===== src/rtl/lmdpl_pkg.sv =====
// Shared types and index helpers for the LMDPL AND tree.
// Node numbering: nodes 0..N_IN-1 are operands, node N_IN+g is the output of gadget g.
package lmdpl_pkg;

  localparam int LMDPL_TBL_W = 8;

  typedef enum logic [2:0] {
    IDLE   = 3'd0,
    MASKED = 3'd1,
    EVAL   = 3'd2,
    DONE   = 3'd3,
    PRE    = 3'd4
  } lmdpl_state_e;

  // Child k (0/1) of gadget g, as a node index.
  function automatic int lmdpl_child_node(int g, int k);
    return 2 * g + k;
  endfunction

  // Gadget fed by gadget g's output.
  function automatic int lmdpl_parent_gadget(int g, int n_in);
    return (n_in + g) / 2;
  endfunction

  // Tree level of gadget g (leaf gadgets are level 0).
  function automatic int lmdpl_gadget_level(int g, int n_in);
    int base  = 0;
    int width = n_in / 2;
    int lvl   = 0;
    for (int l = 0; l < 6; l++) begin
      if ((g >= base + width) && (width > 1)) begin
        base  = base + width;
        width = width / 2;
        lvl   = lvl + 1;
      end
    end
    return lvl;
  endfunction

  // Level at which node n carries a valid dual-rail value.
  function automatic int lmdpl_node_level(int n, int n_in);
    if (n < n_in) return 0;
    return lmdpl_gadget_level(n - n_in, n_in) + 1;
  endfunction

endpackage


===== src/rtl/lmdpl_and_gadget.sv =====
// First-order LMDPL AND gadget: mask-table generator plus dual-rail AND3/OR4 evaluator.
// Purely combinational; the enclosing tree registers the table and the rails.
module lmdpl_and_gadget
  import lmdpl_pkg::*;
(
  input  logic                   i_a1,
  input  logic                   i_b1,
  input  logic                   i_r,
  output logic [LMDPL_TBL_W-1:0] o_t,
  input  logic [LMDPL_TBL_W-1:0] i_t,
  input  logic                   i_a2,
  input  logic                   i_a2_bar,
  input  logic                   i_b2,
  input  logic                   i_b2_bar,
  output logic                   o_x2,
  output logic                   o_x2_bar
);

  logic [3:0] w_t_true;
  logic [3:0] w_sel;

  // Entry {a2,b2} holds ((a2^a1)&(b2^b1))^r with the masked index fixed per entry.
  always_comb begin
    w_t_true    = '0;
    w_t_true[0] = (i_a1 & i_b1) ^ i_r;
    w_t_true[1] = (i_a1 & ~i_b1) ^ i_r;
    w_t_true[2] = (~i_a1 & i_b1) ^ i_r;
    w_t_true[3] = (~i_a1 & ~i_b1) ^ i_r;
  end

  assign o_t = {~w_t_true, w_t_true};

  // Exactly one select is high for a valid pair; all are low while precharged.
  assign w_sel = {i_a2 & i_b2, i_a2 & i_b2_bar, i_a2_bar & i_b2, i_a2_bar & i_b2_bar};

  assign o_x2     = |(i_t[3:0] & w_sel);
  assign o_x2_bar = |(i_t[7:4] & w_sel);

endmodule


===== src/rtl/lmdpl_and_tree.sv =====
// N_IN-input masked AND reduction built from LMDPL gadgets, evaluated one tree level per cycle.
// Optional macro LMDPL_DR_CHECK_EN adds a sticky dual-rail consistency checker on dr_err.
module lmdpl_and_tree
  import lmdpl_pkg::*;
#(
  parameter int N_IN = 4
) (
  input  logic            clk,
  input  logic            rst,
  input  logic            m_valid,
  output logic            m_ready,
  input  logic [N_IN-1:0] a_m,
  input  logic [N_IN-2:0] r,
  input  logic            v_valid,
  output logic            v_ready,
  input  logic [N_IN-1:0] a_v,
  input  logic [N_IN-1:0] a_v_bar,
  output logic            out_valid,
  output logic            x_m,
  output logic            x_v,
  output logic            x_v_bar,
  output logic            dr_err,
  output logic [2:0]      dbg_state
);

  localparam int LEVELS = $clog2(N_IN);
  localparam int NODES  = 2 * N_IN - 1;
  localparam int LVL_W  = $clog2(LEVELS + 1);

  lmdpl_state_e           r_state;
  logic [LVL_W-1:0]       r_lvl;
  logic [LMDPL_TBL_W-1:0] r_tbl [N_IN-1];
  logic [NODES-1:0]       r_nv;
  logic [NODES-1:0]       r_nvb;
  logic                   r_root_m;
  logic                   r_out_valid;
  logic                   r_x_m;
  logic                   r_x_v;
  logic                   r_x_v_bar;

  logic [NODES-1:0]       w_node_m;
  logic [LMDPL_TBL_W-1:0] w_tbl [N_IN-1];
  logic [N_IN-2:0]        w_x;
  logic [N_IN-2:0]        w_xb;

  // Handshakes: a request (m_valid / v_valid) is taken on a rising edge where
  // the matching ready is high; requests while ready is low are dropped, not queued.
  assign m_ready   = (r_state == IDLE);
  assign v_ready   = (r_state == MASKED);
  assign out_valid = r_out_valid;
  assign x_m       = r_x_m;
  assign x_v       = r_x_v;
  assign x_v_bar   = r_x_v_bar;
  assign dbg_state = r_state;

  assign w_node_m = {r, a_m};

  for (genvar g = 0; g < N_IN - 1; g++) begin : g_gadget
    localparam int CA = lmdpl_child_node(g, 0);
    localparam int CB = lmdpl_child_node(g, 1);
    lmdpl_and_gadget u_gadget (
      .i_a1     (w_node_m[CA]),
      .i_b1     (w_node_m[CB]),
      .i_r      (r[g]),
      .o_t      (w_tbl[g]),
      .i_t      (r_tbl[g]),
      .i_a2     (r_nv[CA]),
      .i_a2_bar (r_nvb[CA]),
      .i_b2     (r_nv[CB]),
      .i_b2_bar (r_nvb[CB]),
      .o_x2     (w_x[g]),
      .o_x2_bar (w_xb[g])
    );
  end

  always_ff @(posedge clk or negedge rst) begin
    if (!rst) begin
      r_state     <= IDLE;
      r_lvl       <= '0;
      r_nv        <= '0;
      r_nvb       <= '0;
      r_root_m    <= 1'b0;
      r_out_valid <= 1'b0;
      r_x_m       <= 1'b0;
      r_x_v       <= 1'b0;
      r_x_v_bar   <= 1'b0;
      for (int g = 0; g < N_IN - 1; g++) r_tbl[g] <= '0;
    end else begin
      case (r_state)
        IDLE: begin
          if (m_valid) begin
            for (int g = 0; g < N_IN - 1; g++) r_tbl[g] <= w_tbl[g];
            r_root_m <= w_node_m[NODES-1];
            r_state  <= MASKED;
          end
        end
        MASKED: begin
          if (v_valid) begin
            r_nv[N_IN-1:0]  <= a_v;
            r_nvb[N_IN-1:0] <= a_v_bar;
            r_lvl           <= '0;
            r_state         <= EVAL;
          end
        end
        EVAL: begin
          // Only the current level latches, so every rail goes 0 -> value exactly once.
          for (int g = 0; g < N_IN - 1; g++) begin
            if (lmdpl_gadget_level(g, N_IN) == int'(r_lvl)) begin
              r_nv[N_IN+g]  <= w_x[g];
              r_nvb[N_IN+g] <= w_xb[g];
            end
          end
          r_lvl <= r_lvl + LVL_W'(1);
          if (r_lvl == LVL_W'(LEVELS - 1)) r_state <= DONE;
        end
        DONE: begin
          r_out_valid <= 1'b1;
          r_x_m       <= r_root_m;
          r_x_v       <= r_nv[NODES-1];
          r_x_v_bar   <= r_nvb[NODES-1];
          r_state     <= PRE;
        end
        PRE: begin
          r_out_valid <= 1'b0;
          r_x_v       <= 1'b0;
          r_x_v_bar   <= 1'b0;
          r_nv        <= '0;
          r_nvb       <= '0;
          r_state     <= IDLE;
        end
        default: r_state <= IDLE;
      endcase
    end
  end

`ifdef LMDPL_DR_CHECK_EN
  logic w_dr_bad;
  logic r_dr_err;

  // A pair is checked once its level has been loaded; unloaded nodes are still precharged.
  always_comb begin
    w_dr_bad = 1'b0;
    for (int n = 0; n < NODES; n++) begin
      if (((r_state == EVAL) && (lmdpl_node_level(n, N_IN) <= int'(r_lvl))) ||
          (r_state == DONE)) begin
        if (r_nv[n] == r_nvb[n]) w_dr_bad = 1'b1;
      end
    end
  end

  always_ff @(posedge clk or negedge rst) begin
    if (!rst) r_dr_err <= 1'b0;
    else if (w_dr_bad) r_dr_err <= 1'b1;
  end

  assign dr_err = r_dr_err;
`else
  assign dr_err = 1'b0;
`endif

endmodule


===== config.mk =====
export PLATFORM = sky130hd
export DESIGN_NAME = lmdpl_and_tree
export DESIGN_NICKNAME = d
export VERILOG_FILES = /design/src/rtl/lmdpl_pkg.sv /design/src/rtl/lmdpl_and_gadget.sv /design/src/rtl/lmdpl_and_tree.sv
export SDC_FILE = /design/constraint.sdc
export NUM_CORES = 1
export LEC_CHECK = 0
export CAP_MARGIN = 5
export CORE_UTILIZATION = 61
export CTS_BUF_LIST = sky130_fd_sc_hd__clkbuf_4
export DETAILED_ROUTE_END_ITERATION = 7
export HOLD_SLACK_MARGIN = 0.02
export MAX_ROUTING_LAYER = met4
export PLACE_DENSITY = 0.84
export RECOVER_POWER = 25
export SYNTH_ARGS = -nofsm -noshare
export SYNTH_HDL_FRONTEND = slang
export SYNTH_SLANG_ARGS = --single-unit

===== constraint.sdc =====
create_clock -name clk -period 2.1 [get_ports clk]
set_input_delay 0.21 -clock clk [delete_from_list [all_inputs] [get_ports clk]]
set_output_delay 0.21 -clock clk [all_outputs]
set_load 0.005 [all_outputs]

Word level (Yosys, flattened, before mapping). Index checks and enable logic that the tools add are counted.

Input bits: 19. Word-level logic and storage cells: 179. Register bits: 48.

Add/sub/neg operators: 15. Mux-type cells: 49. Order comparisons: 10. Bitwise gates (word level): 55. Reduce and logical (&&, ||, !) cells: 23. Equality and inequality tests: 11.

Operator list (number): $mux W32 (28); $add A32 B2 Y32 const B (5); $add A32 B32 Y32 (5); $ge A3 B32 Y1 const A (5); $gt A32 B2 Y1 const B (5); $add A32 B1 Y32 (4); $eq A32 B3 Y1 (1); $and A1 B1 Y1 (28); $and A4 B4 Y4 (6); $reduce_or A4 Y1 (6); $pmux W4 S2 (2); $not A4 Y4 (3); $pmux W3 S2 (2); $pmux W3 S4 (1); $xor A1 B1 Y1 (12); $ne A2 B2 Y1 const B (5); $reduce_and A2 Y1 (5); $mux W3 (3); $mux W4 (2); $reduce_bool A2 Y1 (4); $eq A3 B2 Y1 const B (2); $mux W1 (6); $not A1 Y1 (6); $pmux W1 S2 (3); other kinds (10) (14).

Logic depth before layout (Yosys ltp).
Word-level depth: 30. Mapped depth: 6. Mapped depth without buffers: 5.

By module. From an unflattened synthesis, not the netlist that was laid out.

Cell total of the unflattened synthesis: 225. Area, all modules: 2675.1 µm².

By module, submodules not included: lmdpl_and_tree (sequential area each 1201.2 µm², cells an instance 168, times used 1, area an instance 2179.6 µm²); lmdpl_and_gadget (sequential area each 0.0 µm², cells an instance 19, times used 3, area an instance 165.2 µm²).

Least setup slack after synthesis. OpenSTA, ideal clock, no wires.

Kind: register to register. Start: register r_state[2] (netlist: dbg_state[2]). End: register r_tbl[12] (netlist bit). Cell stages (with the launch flop): 5. Required time: 1.982 ns. Period minus slack after synthesis: 1.505 ns. Path buffers: 2. Data arrival time: 1.387 ns. Setup time: 0.118 ns. Slack: 0.595 ns. Cells stage by stage: dfrtp_1 buf_6 or4b_4 buf_6 a21o_1.

Longest elaborated chain between the ends: 2.

Ends and longest elaborated chain: start, declared (line lmdpl_and_tree.sv:30) `lmdpl_state_e r_state;`; start signal, assigned (line lmdpl_and_tree.sv:78) `r_state <= IDLE;`; start signal, assigned (line lmdpl_and_tree.sv:94) `r_state <= MASKED;`; start signal, assigned (line lmdpl_and_tree.sv:102) `r_state <= EVAL;`; $logic_not A3 Y1 (line lmdpl_and_tree.sv:89) `case (r_state)`; $reduce_and A2 Y1 (no line); end, declared (line lmdpl_and_tree.sv:32) `logic [LMDPL_TBL_W-1:0] r_tbl [N_IN-1];`.

No other way between the ends. A chain may end at the register's enable or synchronous reset.

Worst setup path after layout.
Start: register r_state[0] (netlist: dbg_state[0]). End: output port v_ready.

Longest elaborated chain between the ends: 1.

Ends and longest elaborated chain: $eq A3 B1 Y1 (line lmdpl_and_tree.sv:49) `assign v_ready = (r_state == MASKED);`; end, declared (line lmdpl_and_tree.sv:15) `output logic v_ready,`.

No other way between the ends.

==> impl_metrics.tcl <==
set metrics [dict create \
    tightestPinTransition_ns 1.15 \
    relSlewSlack_pct 23.5 \
    synthTopCellsByArea "dfrtp_1 (52%), nand2_1 (5.7%), a22o_1 (5.4%), o21ai_0 (4.6%), mux2_2 (3.9%)" \
    ant_nets 0 \
    synthDistinctLibCells 36 \
    async_reset_ff_share_pct 100 \
    grt_setup_unrepaired "no" \
    dp_hpwl_microns 3060 \
    cp.required_ns 1.89 \
    final_nets 263 \
    cellPowerDensity_mw_per_mm2 1270 \
    power_uw 3350 \
    clk-insertion-delay-late_ns 0.37 \
    antennaDiodeCount 0 \
    fin_crit_sh_pct 93.6 \
    initial_core_util_pct 66.0 \
    layout_common_cells "dfrtp_1 (48), nand2_1 (35), clkdlybuf4s50_1 (26)" \
    max_freq_mhz 509 \
    ys_seq_area_share_pct 52.5 \
    worstSetupPathType "reg -> out" \
    synth-seq-cells 48 \
    worstSetupEndpointType "primary output" \
    ir_drop_uv 880 \
    final_hold_viol_count 0 \
    cts_num_sinks 48 \
    dr.pass1.iters 5 \
    synth-main-ff-cell "dfrtp_1" \
    place_ws_ns 0.320 \
    drt_wl_total_microns 4380 \
    netlist_area_sq_mm 0.00229 \
    ys_warn_count 0 \
    synth_nets 242 \
    row_count 21 \
    die_area_sq_mm 0.00400 \
    antenna_found_initial 0 \
    fp.dieH_microns 63.3 \
    worstPathMaxFanout 12 \
    netlist_instances 221 \
    finalCriticalPeriod_ns 1.97 \
    chipWidth_microns 63.3 \
    drive_gt1_share_pct 10.3 \
    vias_per_cell 5.75 \
    gp_congestion 0.786 \
    finalSetupViolCount 0 \
    cts_setup_buffers 0 \
    p_leak_uw 0.00116 \
    grt_start_max_net_pins 49 \
    grt_usage_pct 26.2 \
    htreeDepth 2 \
    grt_pass1_vias 1640 \
    drt_iter0_drc 95 \
    drc 0 \
    finalMaxSlewViolations 0 \
    dr_total_vias 1662 \
    cp_data_arrival_time_ns 1.76 \
    routedWlPerCell_microns 15.2 \
    fin_ws_ns 0.135 \
    setup-tns-final_ns 0 \
    cp-start-kind "register" \
    overflow 0 \
    cts_tree "built" \
    numCtsBuffers 5 \
    max_cap_violations 0 \
    syn_avg_cell_area_sq_um 10.4 \
    grt_pass1_wl_microns 7670 \
    portBuffers 27 \
    fin_skew_ns 0.0174 \
    cts.hold.buffers_added 1 \
    ctsRootBufferMaster "clkbuf_4" \
    outcome "finished clean" \
    path_clk_slew_ns 0.15 \
    core_region_area_sq_mm 0.00347 \
    clock_path_buffers 2 \
    synth_edf_count 0 \
    synth_top_area_share_pct 52.5 \
    synth_area_leader_cell "dfrtp_1" \
    final_common_cell "dfrtp_1" \
    hp-class "in -> reg" \
    top_level_ports 29 \
    cts_resized 0 \
    area.growth.synth_to_final_pct 15.0 \
]
-- area by class of cell --
class                   count  area (sq um)
well taps                  46          57.6
repair buffers             31           295
multi-input cells         151           978
clock inverters             3          42.5
clock buffers               5          37.5
fillers                   250           837
flip-flops and latches     48          1200
inverters                   5          18.8
-- registers in the layout, indices dropped and copies added (netlist names) --
| signal | count |
|---|---|
| dbg_state | 3 |
| out_valid | 1 |
| r_lvl | 2 |
| r_nv | 7 |
| r_nvb | 7 |
| r_root_m | 1 |
| r_tbl | 24 |
| x_m | 1 |
| x_v | 1 |
| x_v_bar | 1 |
-- worst paths after layout --
path                                               start                   end  slack, ns  depth (start not counted)
worst max-delay path            dbg_state[0]$_DFFE_PN0P_               v_ready       0.13                          2
worst min-delay path                          a_v_bar[0]  r_nvb[0]$_DFFE_PN0P_       0.39                          3
worst max register to register  dbg_state[2]$_DFFE_PN0P_  r_tbl[8]$_DFFE_PN0P_       0.38                          3
worst min register to register      r_root_m$_DFFE_PN0P_  r_root_m$_DFFE_PN0P_       0.51                          2
max in group asynchronous                            rst   r_nv[1]$_DFFE_PN0P_       0.74                          3
min in group asynchronous                            rst       x_v$_DFFE_PN0P_       0.66                          3
-- layer usage --
layer	GRT usage, %	vias to the layer above	share of wire (%)
li1	-	808	-
met1	31.2	817	45
met2	43.7	31	51
met3	4.89	6	3.2
met4	11.1	0	1.2
met5	-	-	0
-- per-stage QoR --
stage | utilization [%] | area (sq um) | hold slack (ns) | std cells
after global routing | 75.9 | 2630 | 0.414 | 289
final | 75.9 | 2630 | 0.391 | 289
after detailed placement | 73.3 | 2540 | 0.332 | 280
after CTS | 75.9 | 2630 | 0.394 | 289
after global placement | 73.3 | 2540 | 0.322 | 280
after floorplan | - | 2290 | -0.0856 | 221
-- where the power goes --
part,switching [uW],leakage (uW),internal (uW)
Sequential,343,0.000596,1310
Clock,300,0.0000412,248
Combinational,532,0.000518,616
-- critical path: stages, from the launching register on --
cell and delay, ns:
dfrtp_1 0.61, nor3b_1 0.24, clkdlybuf4s50_1 0.53
-- cell usage after synthesis (2+ instances only) --
| cell type | n |
|---|---|
| a22oi_1 | 6 |
| xnor2_1 | 6 |
| mux2_2 | 8 |
| nand2b_1 | 6 |
| a21oi_1 | 3 |
| buf_4 | 3 |
| dfrtp_1 | 48 |
| or3_1 | 3 |
| o21ai_0 | 21 |
| a22o_1 | 14 |
| nand3_1 | 10 |
| buf_2 | 5 |
| mux2i_1 | 3 |
| clkbuf_1 | 6 |
| a21o_1 | 6 |
| buf_6 | 2 |
| nand2_1 | 35 |
| ha_1 | 2 |
| o21a_1 | 4 |
| nor2_1 | 10 |
| inv_1 | 5 |
-- logic make-up after synthesis --
kind of cell	share of synthesized area, %
xor+xnor	2.30
simple gates	16.6
buf+inv	5.03
mux	5.25
compound gates	17.1
flops	52.5
other cells	0.164
fa+ha+maj	1.09
No activity file was read; power rests on OpenSTA's default activity.
